`config.mk`:
```
export PLATFORM = sky130hd
export DESIGN_NAME = spi_slave_mode
export DESIGN_NICKNAME = d
export VERILOG_FILES = /design/src/rtl/spi_pkg.sv /design/src/rtl/spi_slave_mode_sync.sv /design/src/rtl/spi_slave_mode.sv
export SDC_FILE = /design/constraint.sdc
export NUM_CORES = 1
export LEC_CHECK = 0
export CELL_PAD_IN_SITES_DETAIL_PLACEMENT = 0
export CELL_PAD_IN_SITES_GLOBAL_PLACEMENT = 1
export CORE_MARGIN = 8
export CORE_UTILIZATION = 25
export CTS_CLUSTER_DIAMETER = 150
export CTS_CLUSTER_SIZE = 14
export DETAILED_ROUTE_END_ITERATION = 12
export PLACE_DENSITY = 0.57
export SYNTH_ARGS = -nofsm -noshare
export SYNTH_HDL_FRONTEND = slang
export SYNTH_HIERARCHICAL = 1
export SYNTH_SLANG_ARGS = --single-unit
```
`constraint.sdc`:
```
create_clock -name clk -period 1.8 [get_ports clk]
set_input_delay 0.36 -clock clk [delete_from_list [all_inputs] [get_ports clk]]
set_output_delay 0.36 -clock clk [all_outputs]
set_load 0.01 [all_outputs]
```
`src/rtl/spi_pkg.sv`:
```
// Shared constants for the mode-selectable SPI slave: {CPOL,CPHA} mode codes and FSM encoding.
package spi_pkg;

  localparam logic [1:0] SPI_MODE0 = 2'b00;
  localparam logic [1:0] SPI_MODE1 = 2'b01;
  localparam logic [1:0] SPI_MODE2 = 2'b10;
  localparam logic [1:0] SPI_MODE3 = 2'b11;

  localparam logic [0:0] ST_IDLE   = 1'b0;
  localparam logic [0:0] ST_ACTIVE = 1'b1;

  function automatic logic [1:0] spi_mode(input logic cpol, input logic cpha);
    return {cpol, cpha};
  endfunction

endpackage

```
`src/rtl/spi_slave_mode_sync.sv`:
```
// N-stage synchroniser for one asynchronous SPI pin; resets to the pin's idle level.
module spi_sync
  import spi_pkg::*;
#(
  parameter int STAGES    = 2,
  parameter bit RESET_VAL = 1'b0
) (
  input  logic clk,
  input  logic rst,
  input  logic d,
  output logic q
);

  logic [STAGES-1:0] sr;

  always_ff @(posedge clk or negedge rst) begin
    if (!rst) sr <= {STAGES{RESET_VAL}};
    else      sr <= {sr[STAGES-2:0], d};
  end

  assign q = sr[STAGES-1];

endmodule

```
`src/rtl/spi_slave_mode.sv`:
```
// SPI slave with selectable CPOL/CPHA, bit order and word width, oversampled in the clk domain.
module spi_slave_mode
  import spi_pkg::*;
#(
  parameter int WIDTH       = 8,
  parameter bit CPOL        = 1'b0,
  parameter bit CPHA        = 1'b0,
  parameter bit MSB_FIRST   = 1'b1,
  parameter int SYNC_STAGES = 2
) (
  input  logic             clk,
  input  logic             rst,
  input  logic             sclk,
  input  logic             mosi,
  input  logic             ss,
  output logic             miso,
  input  logic [WIDTH-1:0] tx_data,
  input  logic             tx_wr,
  output logic             tx_ready,
  output logic [WIDTH-1:0] rx_data,
  output logic             rx_valid,
  input  logic             rx_ack,
  output logic             rx_overrun,
  output logic             busy
);

  localparam int              CW          = $clog2(WIDTH + 1);
  localparam logic [CW-1:0]   LAST        = CW'(WIDTH - 1);
  localparam logic [1:0]      MODE        = spi_mode(CPOL, CPHA);
  localparam bit              SAMPLE_LEAD = (MODE == SPI_MODE0) || (MODE == SPI_MODE2);

  logic             sclk_s, mosi_s, ss_s, sclk_d;
  logic             lead_edge, trail_edge, sample_edge, shift_edge;
  logic [0:0]       state;
  logic [CW-1:0]    cnt;
  logic [WIDTH-1:0] rx_sr, tx_sr, hold_q, load_word;
  logic             hold_full, done_p, start, word_end, load;

  function automatic logic first_bit(input logic [WIDTH-1:0] w);
    return MSB_FIRST ? w[WIDTH-1] : w[0];
  endfunction

  function automatic logic [WIDTH-1:0] shift_out(input logic [WIDTH-1:0] w);
    return MSB_FIRST ? {w[WIDTH-2:0], 1'b0} : {1'b0, w[WIDTH-1:1]};
  endfunction

  function automatic logic [WIDTH-1:0] shift_in(input logic [WIDTH-1:0] w, input logic b);
    return MSB_FIRST ? {w[WIDTH-2:0], b} : {b, w[WIDTH-1:1]};
  endfunction

  spi_sync #(.STAGES(SYNC_STAGES), .RESET_VAL(CPOL)) u_sync_sclk (
    .clk(clk), .rst(rst), .d(sclk), .q(sclk_s)
  );
  spi_sync #(.STAGES(SYNC_STAGES), .RESET_VAL(1'b0)) u_sync_mosi (
    .clk(clk), .rst(rst), .d(mosi), .q(mosi_s)
  );
  spi_sync #(.STAGES(SYNC_STAGES), .RESET_VAL(1'b1)) u_sync_ss (
    .clk(clk), .rst(rst), .d(ss), .q(ss_s)
  );

  always_ff @(posedge clk or negedge rst) begin
    if (!rst) sclk_d <= CPOL;
    else      sclk_d <= sclk_s;
  end

  always_comb begin
    lead_edge   = (sclk_d == CPOL) && (sclk_s != CPOL);
    trail_edge  = (sclk_d != CPOL) && (sclk_s == CPOL);
    sample_edge = SAMPLE_LEAD ? lead_edge  : trail_edge;
    shift_edge  = SAMPLE_LEAD ? trail_edge : lead_edge;
    start       = (state == ST_IDLE) && !ss_s;
    word_end    = (state == ST_ACTIVE) && !ss_s && sample_edge && (cnt == LAST);
    load        = start || word_end;
    load_word   = hold_full ? hold_q : '0;
  end

  always_ff @(posedge clk or negedge rst) begin
    if (!rst) begin
      state  <= ST_IDLE;
      cnt    <= '0;
      rx_sr  <= '0;
      tx_sr  <= '0;
      miso   <= 1'b0;
      done_p <= 1'b0;
    end else begin
      done_p <= 1'b0;
      case (state)
        ST_IDLE: begin
          if (!ss_s) begin
            state <= ST_ACTIVE;
            cnt   <= '0;
            tx_sr <= load_word;
            miso  <= CPHA ? 1'b0 : first_bit(load_word);
          end
        end
        default: begin
          if (ss_s) begin
            state <= ST_IDLE;
            cnt   <= '0;
            rx_sr <= '0;
            tx_sr <= '0;
            miso  <= 1'b0;
          end else begin
            if (sample_edge) begin
              rx_sr <= shift_in(rx_sr, mosi_s);
              if (cnt == LAST) begin
                cnt    <= '0;
                done_p <= 1'b1;
                tx_sr  <= load_word;
                if (!CPHA) miso <= first_bit(load_word);
              end else begin
                cnt <= cnt + 1'b1;
              end
            end
            // CPHA=0: a trailing edge with cnt==0 can only follow a completed word, whose
            // reload already put the next first bit on miso.
            if (shift_edge) begin
              if (CPHA) begin
                miso  <= first_bit(tx_sr);
                tx_sr <= shift_out(tx_sr);
              end else if (cnt != '0) begin
                miso  <= first_bit(shift_out(tx_sr));
                tx_sr <= shift_out(tx_sr);
              end
            end
          end
        end
      endcase
    end
  end

  // A write coinciding with a load refills the hold even though tx_ready reads 0.
  always_ff @(posedge clk or negedge rst) begin
    if (!rst) begin
      hold_q    <= '0;
      hold_full <= 1'b0;
    end else if (load) begin
      if (tx_wr) begin
        hold_q    <= tx_data;
        hold_full <= 1'b1;
      end else begin
        hold_full <= 1'b0;
      end
    end else if (tx_wr && !hold_full) begin
      hold_q    <= tx_data;
      hold_full <= 1'b1;
    end
  end

  always_ff @(posedge clk or negedge rst) begin
    if (!rst) begin
      rx_data    <= '0;
      rx_valid   <= 1'b0;
      rx_overrun <= 1'b0;
    end else if (done_p) begin
      rx_data    <= rx_sr;
      rx_valid   <= 1'b1;
      rx_overrun <= rx_valid && !rx_ack;
    end else if (rx_ack && rx_valid) begin
      rx_valid   <= 1'b0;
      rx_overrun <= 1'b0;
    end
  end

  assign tx_ready = !hold_full;
  assign busy     = (state == ST_ACTIVE);

endmodule
```
* Word level (Yosys, flattened, before mapping) *
Cells that the tools add are included.

operators by class
  $add $sub $neg = 1
  multipliers = 0
  div/mod/pow operators = 0
  $lt $le $gt $ge = 0
  equal/unequal tests = 4
  shift operators = 0
  mux-type cells = 36
  bitwise gates (word level) = 3
  reductions and logical operators = 20

operators by type and width
  operator             count
  $mux 8               13
  $mux 4               5
  $mux 1               18
  $logic_and 1x1->1    9
  $reduce_and 2->1     3
  $reduce_bool 2->1    3
  $add 4x1->4 const B  1
  $eq 4x3->1 const B   1
  $ne 2x2->1 const B   2
  $reduce_bool 4->1    1
  $logic_not 1->1      3
  $ne 3x2->1 const B   1
  $not 1->1            3
  $logic_or 1x1->1     1

storage, ports and cells
  flip-flop bits (word level) = 49
  bits in latches = 0
  memory bits (writable) = 0
  bits in read-only memories = 0
  input bits = 15
  output and inout bits = 13
  logic and storage cells = 79
  memories = 0

* Depth between registers and ports, before layout *
  word-level depth = 7
  mapped depth = 6
  depth with buffers taken out = 6

* By module *
Netlist, hierarchy kept.

by module, submodules not included
  module                       instances  cells each  area an instance (um^2)  sequential area each (um^2)
  spi_slave_mode               1          168         1948.1                   1051.0
  spi_sync at u_sync_mosi ...  2          2           50.0                     50.0
  spi_sync at u_sync_ss        1          2           52.6                     52.6

* Worst setup path before layout *
OpenSTA, ideal clock, no wires.

  path kind = register to register
  start = register cnt[0]
  end = register miso
  library setup time = 0.101 ns
  data arrival time = 1.443 ns
  required time = 1.699 ns
  path slack = 0.256 ns
  cell stages (with the launch flop) = 7
  buffers on the path = 0
  clock period less this slack = 1.544 ns
  cell sequence = dfrtp_1 > inv_1 > ha_1 > inv_1 > o311ai_1 > nor2_1 > o32ai_1

on the way
  cells in the longest elaborated chain, start to end = 7
  elaborated cells between the ends (all ways) = 8
  classes of those cells = eq/ne: 1; mux: 6; reduce/logical: 1

ends and longest elaborated chain
  element                 RTL line               source
  from (decl)             spi_slave_mode.sv:35   logic [CW-1:0] cnt;
  from (signal assigned)  spi_slave_mode.sv:112  cnt <= cnt + 1'b1;
  $eq 4x3->1              spi_slave_mode.sv:106  if (cnt == LAST) begin
  $mux 1                  spi_slave_mode.sv:106
  $mux 1                  spi_slave_mode.sv:104  if (sample_edge) begin
  $mux 1                  spi_slave_mode.sv:121  end else if (cnt != '0) begin
  $mux 1 *                spi_slave_mode.sv:117  if (shift_edge) begin
  $mux 1 *                spi_slave_mode.sv:97   if (ss_s) begin
  $mux 1 *                spi_slave_mode.sv:87   case (state)
  to (signal assigned)    spi_slave_mode.sv:93   miso <= CPHA ? 1'b0 : first_bit(load_word);
  to (signal assigned)    spi_slave_mode.sv:119  miso <= first_bit(tx_sr);
  to (signal assigned)    spi_slave_mode.sv:122  miso <= first_bit(shift_out(tx_sr));
  to (decl)               spi_slave_mode.sv:16   output logic miso,

Mark *: on every way between the ends. The rest lies on a longest branch, timed or not.
A chain may end at the register's enable or synchronous reset.

* Final worst setup path *
  start = register hold_full
  end = output tx_ready

on the way
  cells in the longest elaborated chain, start to end = 1

ends and longest elaborated chain
  element                 RTL line               source
  from (decl)             spi_slave_mode.sv:37   logic hold_full, done_p, start, word_end, load;
  from (signal assigned)  spi_slave_mode.sv:136  hold_full <= 1'b0;
  from (signal assigned)  spi_slave_mode.sv:140  hold_full <= 1'b1;
  from (signal assigned)  spi_slave_mode.sv:142  hold_full <= 1'b0;
  $logic_not 1->1         spi_slave_mode.sv:165  assign tx_ready = !hold_full;
  to (decl)               spi_slave_mode.sv:19   output logic tx_ready,

No other way between the ends.

==> summary.txt <==
STA
  – Worst-margin pin slew: 0.435 ns
  – Maximum clock rate: 573 MHz
  – Count of pins over their slew limit: 0
  – Setup TNS: 0 ns
  – Fin crit period: 1.74 ns
  – Final setup viols: 0
  – Skew final: 0.00763 ns
  – Slew headroom: 71.0%
  – Period utilization: 96.9%
  – RSZ-0062 raised after global routing: false
  – Endpoints failing hold: 0

Final layout
  – Fin util: 32.3%
  – Most common cell after layout, fill and taps aside: dfrtp_1
  – Layout area overhead: 25.6%
  – Finished Cell Area: 0.00264 mm²
  – Share of cells above drive strength 1: 21.4%
  – Fillers: 845
  – Sequential cell area: 0.00121 mm²
  – ANT cells: 0
  – Commonest cells after routing, fill and taps aside: dfrtp_1, clkdlybuf4s50_1, mux2_2, a22oi_1, inv_1
  – Nets: 226
  – Area taken by multi-input logic gates: 793 µm²

CTS
  – Clk buf depth: 2
  – CTS Buf Count: 5
  – Worst-path clk slew: 0.09 ns
  – H-tree levels: 2
  – Setup bufs post-CTS: 0
  – Root Buffer: clkbuf_8
  – # clock sinks: 48
  – CTS tree: yes
  – Clk_lat worst skew: 0.30 ns

Place
  – Dpl hpwl: 3420 µm
  – Buffers on Ports: 27
  – Gpl congestion: 0.688
  – Dpl cell area: 0.00252 mm²

Global route
  – Total grt overflow: 0
  – Vias in the first global route: 1605
  – Grt met3 use: 1.74%
  – Initial antenna violation count: 0
  – Met2 Use GR: 13.6%
  – Grt met1 use: 12.1%
  – First-pass GRT wire length: 8400 µm
  – Global route hottest layer: met2
  – Largest net degree at the start of global routing: 23
  – GRT Total Usage: 9.00%

Logic synthesis
  – Yosys warns: 6
  – Mapped Avg Cell Area: 12.1 µm²
  – Largest family of logic cells by synthesized area: compound AO/OA/AOI/OAI gates
  – Post-Synthesis Net Count: 191
  – Yosys reg bits: 48
  – Synth unique cells: 34
  – Mapped cell area: 0.00210 mm²
  – Post-Syn Instances: 174
  – Adder-cell area share of the yosys netlist: 1.19%
  – Seq/Total Area, Yosys: 57.3%
  – Synth Area in XOR/XNOR: 0%
  – Synth Area in Compound Gates: 19.2%
  – Post-Synth Simple-Gate Area: 6.73%
  – Post-synth EDFFs: 0
  – Dominant synthesized flop cell: dfrtp_1
  – Mux contribution to synthesized area: 10.3%
  – Ys async rst share: 100%

Die
  – Core area: 0.00818 mm²
  – Die width: 108 µm
  – IO Pins: 28
  – Die area: 0.0116 mm²
  – Initial Util: 25.7%
  – Die height: 108 µm
  – Num rows: 33

Routing
  – Iter 0 DRT Violations: 48
  – DR vias: 1516
  – Final WL: 4850 µm
  – Final antenna-violating net count: 0
  – DRT Pass-1 Iters: 4
  – WL per Instance: 15.4 µm
  – DRC violations left: 0
  – DR vias/cell: 4.81

Power and ir drop
  – Internal power: 0.00162 W
  – Gate power share: 12.2%
  – Lkg Pwr: 1.12 nW
  – P per Cell Area: 823 mW/mm²
  – P_sw: 0.000550 W
  – Clock power share: 30.8%
  – Sw frac: 25.3%
  – Max VDD drop: 0.277 mV
  – Flop pwr share: 57.0%

Setup path
  – Startpoint Class: register
  – Arr. time, crit path: 1.38 ns
  – Type of the worst setup path: register to output pin
  – Crit. End Element: output pin
  – Largest fanout on the critical path: 4
  – Required time worst endpoint: 1.44 ns

Job
  – Max Cap Viol: 0

Outcome
  – Status: finished clean

Min path
  – Worst Hold Class: register to register
[final timing paths]
path / startpoint / to / slack, ns / cells after the start
max: hold_full / tx_ready / 0.06 / 2
min: u_sync_mosi/sr[0] / u_sync_mosi/sr[1] / 0.36 / 0
max reg2reg: sclk_d / hold_q[4] / 0.12 / 4
min reg2reg: u_sync_mosi/sr[0] / u_sync_mosi/sr[1] / 0.36 / 0
max in group asynchronous: rst / busy / 0.71 / 3
min in group asynchronous: rst / hold_q[7] / 0.47 / 2
[synthesized netlist by cell type, types with 2 or more instances]
master	n	share of area (%)
dfrtp_1	46	55
mux2_2	17	9.1
a22oi_1	16	5.7
inv_1	15	2.7
nor2_1	10	1.8
o22ai_1	9	2.7
a221oi_1	7	2.9
o32ai_1	7	2.9
clkbuf_1	5	0.89
o21ai_0	4	0.95
buf_2	3	0.71
nand2_1	3	0.54
nand2b_1	3	0.89
nand3_1	3	0.71
a21oi_1	2	0.48
and2_1	2	0.60
and2b_1	2	0.71
clkbuf_2	2	0.48
dfstp_2	2	2.5
ha_1	2	1.2
[worst max-delay path: stages (launching register included)]
cell and delay (ns):
dfrtp_2 0.45, inv_1 0.10, clkdlybuf4s50_1 0.54
[registers in the layout, indices dropped and copies added (netlist names)]
| signal | count |
|---|---|
| busy | 1 |
| cnt | 4 |
| done_p | 1 |
| hold_full | 1 |
| hold_q | 8 |
| miso | 1 |
| rx_data | 8 |
| rx_overrun | 1 |
| rx_sr | 8 |
| rx_valid | 1 |
| sclk_d | 1 |
| tx_sr | 7 |
| u_sync_mosi/sr | 2 |
| u_sync_sclk/sr | 2 |
| u_sync_ss/sr | 2 |
[per-stage QoR]
stage               total power [W]  setup WS, ns  hold slack [ns]  cells
floorplan                   0.00139         0.256           0.0644    174
global placement            0.00152        0.0210            0.258    306
detailed placement          0.00152      -0.00742            0.262    306
CTS                         0.00221       0.00971            0.358    315
global route                0.00230       0.00867            0.366    315
finish                      0.00217        0.0553            0.356    315
[final cells by class]
type / count / area share (%)
Timing Repair Buffer: 39 / 13.6
Sequential cell: 48 / 45.7
Inverter: 15 / 2.13
Clock inverter: 1 / 0.284
Multi-Input combinational cell: 100 / 30.1
Tap cell: 105 / 4.98
Clock buffer: 7 / 3.27
[power by group through the flow]
stage,sequential [W],combinational (W),clock [W]
after floorplan,0.00123,0.000159,0
after global placement,0.00126,0.000259,0
after detailed placement,0.00126,0.000265,0
after CTS,0.00124,0.000268,0.000704
after global routing,0.00126,0.000298,0.000744
final,0.00124,0.000265,0.000669
[cell families (layout without fill, tap and decap cells)]
| kind of cell | after synthesis | count (layout) |
|---|---|---|
| AOI/OAI and AO/OA | 52 | 52 |
| DFF | 48 | 48 |
| and+or+nand+nor | 27 | 27 |
| buffers and inverters | 26 | 62 |
| muxes | 19 | 19 |
| adders and majority gates | 2 | 2 |
[metal layers]
layer | share of wire (%) | routed length, µm
met5 | 0 | 0
met2 | 49 | 2360
met4 | 1.9 | 92
met3 | 2.7 | 130
met1 | 47 | 2270
[what timing repair did]
item / in CTS / in global routing
hold endpoints to repair: 10 / 0
setup endpoints to repair: 1 / 4
gates resized for setup: 1 / 3
hold buffers: 1 / 0
(Power assumes the default switching activity.)
